## src/rtl/mux_7seg_scan.sv

```systemverilog
// Multiplexed N-digit 7-segment scan driver: self-timed slot prescaler, per-frame
// data snapshot, hex decode, leading-zero blanking and PWM digit dimming.
module mux_7seg_scan #(
  parameter int unsigned NUM_DIGITS = 4,
  parameter int unsigned CLK_HZ     = 100_000_000,
  parameter int unsigned SCAN_HZ    = 1000,
  parameter int unsigned PWM_BITS   = 3,
  parameter bit          ACTIVE_LOW = 1'b1
) (
  input  logic                    fpga_clk,
  input  logic                    sys_init_n,
  input  logic [4*NUM_DIGITS-1:0] bcd_int,
  input  logic [NUM_DIGITS-1:0]   dp_mask,
  input  logic                    blank_lz,
  input  logic [PWM_BITS-1:0]     brightness,
  output logic [NUM_DIGITS-1:0]   digit,
  output logic [7:0]              seg,
  output logic                    scan_tick,
  output logic                    frame_done
);

  localparam int unsigned DIV = CLK_HZ / SCAN_HZ;
  localparam int unsigned PW  = (DIV > 1) ? $clog2(DIV) : 1;
  localparam int unsigned SW  = (NUM_DIGITS > 1) ? $clog2(NUM_DIGITS) : 1;
  localparam int unsigned DW  = 4 * NUM_DIGITS;

  if (DIV < 2) begin : g_div_chk
    $error("mux_7seg_scan: CLK_HZ/SCAN_HZ must be at least 2");
  end
  if (NUM_DIGITS < 1 || NUM_DIGITS > 8) begin : g_nd_chk
    $error("mux_7seg_scan: NUM_DIGITS must be in 1..8");
  end

  logic [PW-1:0]         r_presc;
  logic [SW-1:0]         r_sel;
  logic [PWM_BITS-1:0]   r_pwm;
  logic                  r_first;
  logic                  r_live;
  logic [DW-1:0]         r_snap_bcd;
  logic [NUM_DIGITS-1:0] r_snap_dp;
  logic                  r_snap_blz;
  logic                  r_scan_tick;
  logic                  r_frame_done;
  logic [NUM_DIGITS-1:0] r_digit;
  logic [7:0]            r_seg;

  logic [PW-1:0]         w_presc_nxt;
  logic [SW-1:0]         w_sel_nxt;
  logic [PWM_BITS-1:0]   w_pwm_nxt;
  logic                  w_live_nxt;
  logic                  w_cap;
  logic [DW-1:0]         w_bcd_nxt;
  logic [NUM_DIGITS-1:0] w_dp_nxt;
  logic                  w_blz_nxt;
  logic                  w_tick_nxt;
  logic                  w_fd_nxt;
  logic [3:0]            w_nib;
  logic                  w_blank;
  logic                  w_dp;
  logic [6:0]            w_abcdefg;
  logic [NUM_DIGITS-1:0] w_onehot;
  logic [NUM_DIGITS-1:0] w_digit_al;
  logic [7:0]            w_seg_al;

  // Slot timing: every output register is loaded from next-state values so the
  // display tracks the slot index in the same cycle the index changes.
  assign w_presc_nxt = (r_presc == PW'(DIV - 1)) ? '0 : r_presc + PW'(1);
  assign w_sel_nxt   = !r_scan_tick ? r_sel :
                       (r_sel == SW'(NUM_DIGITS - 1)) ? '0 : r_sel + SW'(1);
  assign w_pwm_nxt   = r_pwm + PWM_BITS'(1);
  assign w_live_nxt  = r_live | r_scan_tick;
  assign w_tick_nxt  = (w_presc_nxt == PW'(DIV - 1));
  assign w_fd_nxt    = w_tick_nxt && (w_sel_nxt == SW'(NUM_DIGITS - 1));

  // Frame snapshot keeps one coherent value set for a whole frame.
  assign w_cap     = r_first | r_frame_done;
  assign w_bcd_nxt = w_cap ? bcd_int  : r_snap_bcd;
  assign w_dp_nxt  = w_cap ? dp_mask  : r_snap_dp;
  assign w_blz_nxt = w_cap ? blank_lz : r_snap_blz;

  // Segment decode of the selected digit (active-low patterns, 0 = lit).
  always_comb begin
    w_nib     = 4'(w_bcd_nxt >> {w_sel_nxt, 2'b00});
    w_blank   = w_blz_nxt && (w_sel_nxt != '0) &&
                ((w_bcd_nxt >> {w_sel_nxt, 2'b00}) == '0);
    w_dp      = 1'(w_dp_nxt >> w_sel_nxt);
    w_abcdefg = 7'b1111111;
    case (w_nib)
      4'h0: w_abcdefg = 7'b0000001;
      4'h1: w_abcdefg = 7'b1001111;
      4'h2: w_abcdefg = 7'b0010010;
      4'h3: w_abcdefg = 7'b0000110;
      4'h4: w_abcdefg = 7'b1001100;
      4'h5: w_abcdefg = 7'b0100100;
      4'h6: w_abcdefg = 7'b0100000;
      4'h7: w_abcdefg = 7'b0001111;
      4'h8: w_abcdefg = 7'b0000000;
      4'h9: w_abcdefg = 7'b0000100;
      4'hA: w_abcdefg = 7'b0001000;
      4'hB: w_abcdefg = 7'b1100000;
      4'hC: w_abcdefg = 7'b0110001;
      4'hD: w_abcdefg = 7'b1000010;
      4'hE: w_abcdefg = 7'b0110000;
      4'hF: w_abcdefg = 7'b0111000;
      default: w_abcdefg = 7'b1111111;
    endcase
  end

  // Display stays dark until the first slot advance.
  assign w_onehot   = NUM_DIGITS'(1) << w_sel_nxt;
  assign w_digit_al = (w_live_nxt && (w_pwm_nxt <= brightness)) ? ~w_onehot : '1;
  assign w_seg_al   = w_live_nxt ? {(w_blank ? 7'h7F : w_abcdefg), ~w_dp} : 8'hFF;

  always_ff @(posedge fpga_clk or negedge sys_init_n) begin
    if (!sys_init_n) begin
      r_presc      <= '0;
      r_sel        <= '0;
      r_pwm        <= '0;
      r_first      <= 1'b1;
      r_live       <= 1'b0;
      r_snap_bcd   <= '0;
      r_snap_dp    <= '0;
      r_snap_blz   <= 1'b0;
      r_scan_tick  <= 1'b0;
      r_frame_done <= 1'b0;
      r_digit      <= {NUM_DIGITS{ACTIVE_LOW}};
      r_seg        <= {8{ACTIVE_LOW}};
    end else begin
      r_presc      <= w_presc_nxt;
      r_sel        <= w_sel_nxt;
      r_pwm        <= w_pwm_nxt;
      r_first      <= 1'b0;
      r_live       <= w_live_nxt;
      r_snap_bcd   <= w_bcd_nxt;
      r_snap_dp    <= w_dp_nxt;
      r_snap_blz   <= w_blz_nxt;
      r_scan_tick  <= w_tick_nxt;
      r_frame_done <= w_fd_nxt;
      r_digit      <= ACTIVE_LOW ? w_digit_al : ~w_digit_al;
      r_seg        <= ACTIVE_LOW ? w_seg_al   : ~w_seg_al;
    end
  end

  assign digit      = r_digit;
  assign seg        = r_seg;
  assign scan_tick  = r_scan_tick;
  assign frame_done = r_frame_done;

endmodule

```

## config.mk

```make
export PLATFORM = sky130hd
export DESIGN_NAME = mux_7seg_scan
export DESIGN_NICKNAME = d
export VERILOG_FILES = /design/src/rtl/mux_7seg_scan.sv
export SDC_FILE = /design/constraint.sdc
export NUM_CORES = 1
export LEC_CHECK = 0
export CORE_UTILIZATION = 30
export CTS_CLUSTER_DIAMETER = 100
export DETAILED_ROUTE_END_ITERATION = 12
export PLACE_DENSITY = 0.57
export SLEW_MARGIN = 20
export SYNTH_ARGS = -nofsm -noshare
export SYNTH_HDL_FRONTEND = slang
export SYNTH_SLANG_ARGS = --single-unit
```

## constraint.sdc

```tcl
create_clock -name fpga_clk -period 2.8 [get_ports fpga_clk]
set_clock_uncertainty 0.15 [all_clocks]
set_input_delay 0.7 -clock fpga_clk [delete_from_list [all_inputs] [get_ports fpga_clk]]
set_output_delay 0.7 -clock fpga_clk [all_outputs]
set_load 0.02 [all_outputs]
```

Word level (Yosys, flattened, before mapping)
Memory sizes are Yosys's and may differ from the RTL's.
Index checks and enable logic that the tools add are counted.
{"block": "classes", "n_addsub": 3, "order_cmp": 1, "n_eq_ne": 4, "n_shift": 3, "mux": 9, "bitwise": 4, "reduce_logical": 6}
{"op": "$eq 17x17->1 const B", "n": 2}
{"op": "$add 17x1->17 const B", "n": 1}
{"op": "$mux 17", "n": 1}
{"op": "$logic_not 16->1", "n": 1}
{"op": "$mux 16", "n": 1}
{"op": "$shr 16x4->16", "n": 1}
{"op": "$mux 4", "n": 2}
{"op": "$mux 8", "n": 1}
{"op": "$mux 7", "n": 1}
{"op": "$eq 2x2->1 const B", "n": 2}
{"op": "$logic_and 1x1->1", "n": 4}
{"op": "$mux 2", "n": 2}
{"op": "$not 4->4", "n": 1}
{"op": "$shl 1x2->4 const A", "n": 1}
{"op": "$shr 4x2->1", "n": 1}
{"op": "$add 3x1->3 const B", "n": 1}
{"op": "$le 3x3->1", "n": 1}
{"op": "$add 2x1->2 const B", "n": 1}
{"op": "$or 1x1->1", "n": 2}
{"op": "$reduce_bool 2->1", "n": 1}
{"op": "$mux 1", "n": 1}
{"op": "$not 1->1", "n": 1}
{"block": "totals", "regBits": 59, "romBits": 112, "input_bits": 26, "output_inout_bits": 14, "wordCells": 43, "memories": 1}
{"memory": "(no name shown)", "depth": 16, "width": 7, "rd": 1, "rd_ports_with_merged_regs": 0, "write_ports": 0, "line_no": "88", "text": "case (w_nib)"}

Logic depth before layout (Yosys ltp)
{"block": "depth", "depth_word": 8, "mapped_depth": 13, "depth_no_buf": 10}

Worst setup path before layout
No wires, ideal clock.
{"block": "synth_path", "path_type": "register to register", "startpoint": "register r_frame_done, in the netlist frame_done", "endpoint": "register r_seg[2], in the netlist seg[2]", "setup_ps": 88, "t_arrival_ps": 2708, "required_ps": 2562, "path_slack_ps": -146, "path_stages_with_launch": 13, "n_path_buf": 4, "synth_period_minus_slack_ps": 2946, "path_cell_list": "dfrtp_1 buf_6 or2_1 clkbuf_1 buf_2 o221ai_1 o31ai_1 or3_1 clkbuf_1 ha_1 a31oi_1 nor2_1 or3_1"}
{"block": "synth_between", "elab_chain_len": 7}
{"element": "from (decl)", "line_no": "43", "text": "logic r_frame_done;"}
{"element": "from (signal assigned)", "line_no": "138", "text": "r_frame_done <= w_fd_nxt;"}
{"element": "$or 1x1->1 (*)", "line_no": "76", "text": "assign w_cap = r_first | r_frame_done;"}
{"element": "parallel branches: the longest is 4 deep, another holds $mem_v2 16x7"}
{"element": "$mux 7 (*)", "line_no": "112", "text": "assign w_seg_al = w_live_nxt ? {(w_blank ? 7'h7F : w_abcdefg), ~w_dp} : 8'hFF;"}
{"element": "$mux 8 (*)", "line_no": "112"}
{"element": "net w_seg_al[2]", "line_no": "63", "text": "logic [7:0] w_seg_al;"}
{"element": "to (signal assigned)", "line_no": "127", "text": "r_seg <= {8{ACTIVE_LOW}};"}
{"element": "to (signal assigned)", "line_no": "140", "text": "r_seg <= ACTIVE_LOW ? w_seg_al : ~w_seg_al;"}
{"element": "to (decl)", "line_no": "45", "text": "logic [7:0] r_seg;"}
Mark *: on every way through the listed nets, which the timed path passes.

Final worst setup path
{"block": "layout_path", "startpoint": "input bcd_int[12]", "endpoint": "register r_seg[6], in the netlist seg[6]"}
{"block": "layout_between", "elab_chain_len": 6}
{"element": "from (decl)", "line_no": "12", "text": "input logic [4*NUM_DIGITS-1:0] bcd_int,"}
{"element": "$mux 16 (*)", "line_no": "77", "text": "assign w_bcd_nxt = w_cap ? bcd_int : r_snap_bcd;"}
{"element": "$shr 16x4->16 (*)", "line_no": "85", "text": "((w_bcd_nxt >> {w_sel_nxt, 2'b00}) == '0);"}
{"element": "parallel branches: the longest is 2 deep, another holds $mem_v2 16x7"}
{"element": "$mux 7 (*)", "line_no": "112"}
{"element": "$mux 8 (*)", "line_no": "112"}
{"element": "net w_seg_al[6]", "line_no": "63"}
Marks and branches as above.

==> results.md <==
- The run finished, with violations left.
- The checks that failed: design-rule violations.
- The maximum clock insertion buffer count is 2.
- The buffer count from post-CTS setup fixing is 0.
- The predominant post-synthesis flop cell is sky130_fd_sc_hd__dfrtp_1.
- The floorplan has 38 rows.
- The number of warnings reported in the yosys synthesis log is 0.
- Hold is met by 0.111 ns.
- In the final routed layout, each cell accounts on average for 14.5 um.
- The compound-gate portion of the synthesized area is 0.0996.
- After detailed routing, the number of vias per cell comes to 4.81.
- Synthesis produced 327 cells.
- The total DRC errors in the routed layout is 1.
- The top cell types in the final layout, fill and taps aside, are 45 x sky130_fd_sc_hd__dfrtp_1, 37 x sky130_fd_sc_hd__clkdlybuf4s50_1, 33 x sky130_fd_sc_hd__nand2_1.
- Max-cap violations in this run came to 0.
- The worst setup path is captured at a flop.
- Global routing finished with a remaining overflow of 0.
- The type of origin of the critical path is a primary input.
- The number of DRC markers after the initial detailed-route iteration is 119.
- The clock tree root driver cell is sky130_fd_sc_hd__clkbuf_8.
- In the global route stage, met3 resource usage came out at 0.0333.
- The worst path buffer plus inverter count is 3.
- The most utilized layer in the global route result is met2.
- The post-synthesis async set-or-reset flop share is 1.00.
- The number of setup violations in the final report is 0.
- Once detailed placement completed, the half-perimeter wirelength came to 5800 um.
- Clock-pin slew was measured on the worst setup and hold paths at 0.06 ns.
- During placement, the flow inserted port buffers numbering 39.
- The fraction of layout cells with a size suffix above 1 is 0.209.
- The die span in x is 108 um.
- The worst pin sits at a relative slew slack of 0.617.
- The placeable core region is 10800 sq um.
- The fraction of met2 tracks used by global routing is 0.213.
- The max-slew violation count is 0.
- The number of storage elements in the synthesis netlist is 59.
- The power per standard cell area is 500 nW/um^2.
- The worst hold path belongs to the class primary input to asynchronous set/reset pin.
- At the worst endpoint, the required time is 2.91 ns.
- For the pin with the worst max-slew slack, the measured transition is 0.573 ns.
- The first global-routing pass estimated 13000 um of wire.
- The analysis attributes to cell leakage a power of 1.94 nW.
- Counting every net in the synthesized netlist gives 364.
- The layout has 1086 filler cells.
- Summing internal, switching and leakage power gives 0.00218 W.
- Of all nets on the critical path, the largest fanout is 6.
- The pre-antenna-repair detailed-routing pass consisted of 8 iterations.
- The layout-stage area growth over the synthesis result is 30.3%.
- The most common library cell in the layout ignoring fill and taps is sky130_fd_sc_hd__dfrtp_1.
- The I/O pin count is 40.
- The clock tree from TritonCTS is yes.
- The number of hold violations in the final report is 0.
- The cell family contributing the most delay on the critical path is buffers and inverters.
- The arrival time reported for the critical path endpoint is 2.86 ns.
- The area of the die is 11600 sq um.
- The post-synthesis adder-cell area fraction is 0.0412.
- The synthesized design contains 0 enable-type register cells.
- The final weighted congestion in routability-driven placement is 0.825.
- After synthesis, the share of cell area in mux cells is 0.0948.
- The delay contributed by the slowest stage of the critical path is 0.49 ns.
- The number of different library cells in the post-synthesis netlist is 61.
- The worst setup path is of the primary input to flop kind.
- The final route contains 2581 vias.
- The final total negative setup slack is 0 ns.
- At the end of the flow, the number of nets in the layout was 429.
- The repair_antennas step left the layout with diodes totalling 0.
- The combined global-route utilization of all metal layers is 0.148.
- The clock latency reported for the late side of the worst-skew pair is 0.34 ns.
- Of the synthesized area, sequential elements account for 0.447.
- The synthesized cell area is 3340 sq um.
- The smallest clock period supported by the final layout is computed as 2.75 ns.
- Of the total synthesized cell area, the portion taken by AND, OR, NAND and NOR gates is 0.198.
- The initial utilization of the core area, before any placement, comes to 0.308.
- The number of CTS-inserted buffers is 9.
- Dividing the final minimum period by the clock period gives 0.983.
- The die height is 108 um.
- In this run the number of H-tree levels came out at 3.
- The largest net degree at the start of global routing is 26.
- The slowest stage of the critical path belongs to the cell sky130_fd_sc_hd__clkdlybuf4s50_1.
- Averaged over all synthesized cells, the footprint is 10.2 sq um.
- By area, the combinational part of the netlist is dominated by simple AND/OR/NAND/NOR gates.
- Traced cell by cell, the critical path runs through clkdlybuf4s50_1 > mux4_2 > a21oi_1 > or3_4 > buf_4 > ha_1 > inv_1 > o22ai_1 > a311o_1.
- The achievable frequency is 363 MHz.
- The aggregate routed wire length is 7760 um.
- The maximum vdd drop is 0.000225 V.
- The initial antenna violation count was 0.
- The clock sink count is 59.
- The global routing met1 resource utilization is 0.210.
- The xor/xnor cell area share of the yosys netlist is 0.0622.
- The via count of the first global-routing pass is 2585.
- The count of nets left with antenna violations after detail routing is 0.
## Yosys cell counts (all sizes together) (4+ instances only)
cell,number,share of area
dfrtp,46,0.34
nand2,33,0.037
inv,28,0.032
nor2,24,0.032
nand3,14,0.021
xnor2,14,0.041
dfstp,13,0.10
ha,11,0.041
mux2i,11,0.033
o21ai,11,0.016
buf,8,0.019
nor3b,8,0.018
xor2,8,0.021
a21oi,6,0.0090
and3,6,0.011
mux4,6,0.044
nor3,6,0.0090
mux2,5,0.018
or3,5,0.0094
a31oi,4,0.0075
clkbuf,4,0.0045
nand3b,4,0.0090
nor2b,4,0.0075
## path summary, 6_finish.rpt
| check | slack, ns | endpoint | cells past startpoint | start |
|---|---|---|---|---|
| max in group asynchronous | 1.71 | seg[1] | 2 | sys_init_n |
| max | 0.05 | seg[6] | 9 | bcd_int[12] |
| min | 0.11 | r_presc[3] | 1 | sys_init_n |
| max reg2reg | 0.13 | seg[6] | 7 | r_first |
| min reg2reg | 0.30 | r_pwm[0] | 1 | r_pwm[0] |
| min in group fpga_clk | 0.30 | r_pwm[0] | 1 | r_pwm[0] |
## logic make-up (layout without fill, tap and decap cells)
kind of cell,after synthesis,after routing
simple gates,124,124
flops,59,59
compound gates,48,48
buf+inv,40,110
xor+xnor,22,22
mux,22,22
fa+ha+maj,11,11
other cells,1,1
## through the flow
| stage | util | setup slack [ns] | cell area (sq um) | cells |
|---|---|---|---|---|
| final | 0.402 | 0.0480 | 4350 | 537 |
| after global placement | 0.375 | -0.313 | 4070 | 521 |
| after floorplan | - | 0.00767 | 3400 | 327 |
| after global routing | 0.402 | -0.0307 | 4350 | 537 |
| after CTS | 0.399 | 0.0120 | 4330 | 537 |
| after detailed placement | 0.375 | -0.363 | 4070 | 521 |
## repair_timing
action / CTS / global route
resized for setup: 0 / 10
hold buffers: 0 / 0
endpoints found under the setup margin: 0 / 7
## cell type report
| cell class | instances | area, sq um | area share |
|---|---|---|---|
| Clock inverter | 4 | 95.1 | 0.0218 |
| Tap cell | 140 | 175 | 0.0402 |
| Sequential cell | 59 | 1490 | 0.343 |
| Clock buffer | 12 | 165 | 0.0379 |
| Multi-Input combinational cell | 228 | 1730 | 0.397 |
| Timing Repair Buffer | 66 | 591 | 0.136 |
| Inverter | 28 | 108 | 0.0247 |
## sequential cells by signal, summed over array words and instances (netlist names), named ones only
name,cells
r_presc,17
r_snap_bcd,15
seg,8
digit,4
r_snap_dp,4
r_pwm,3
r_sel,2
frame_done,1
r_first,1
r_live,1
r_snap_blz,1
scan_tick,1
## report_power, final
group	switching, W	leakage, nW	internal (W)	total, W
registers	0.0000190	0.716	0.000883	0.000903
clock network	0.000338	0.133	0.000663	0.00100
logic	0.000136	1.09	0.000136	0.000272
total	0.000493	1.94	0.00168	0.00218
## layer usage
layer  up-vias  wire length (um)
met5         -                 0
met4         0               146
met3         9               317
met2        49              3350
met1      1241              3950
li1       1282                 -
(Power assumes the default switching activity.)
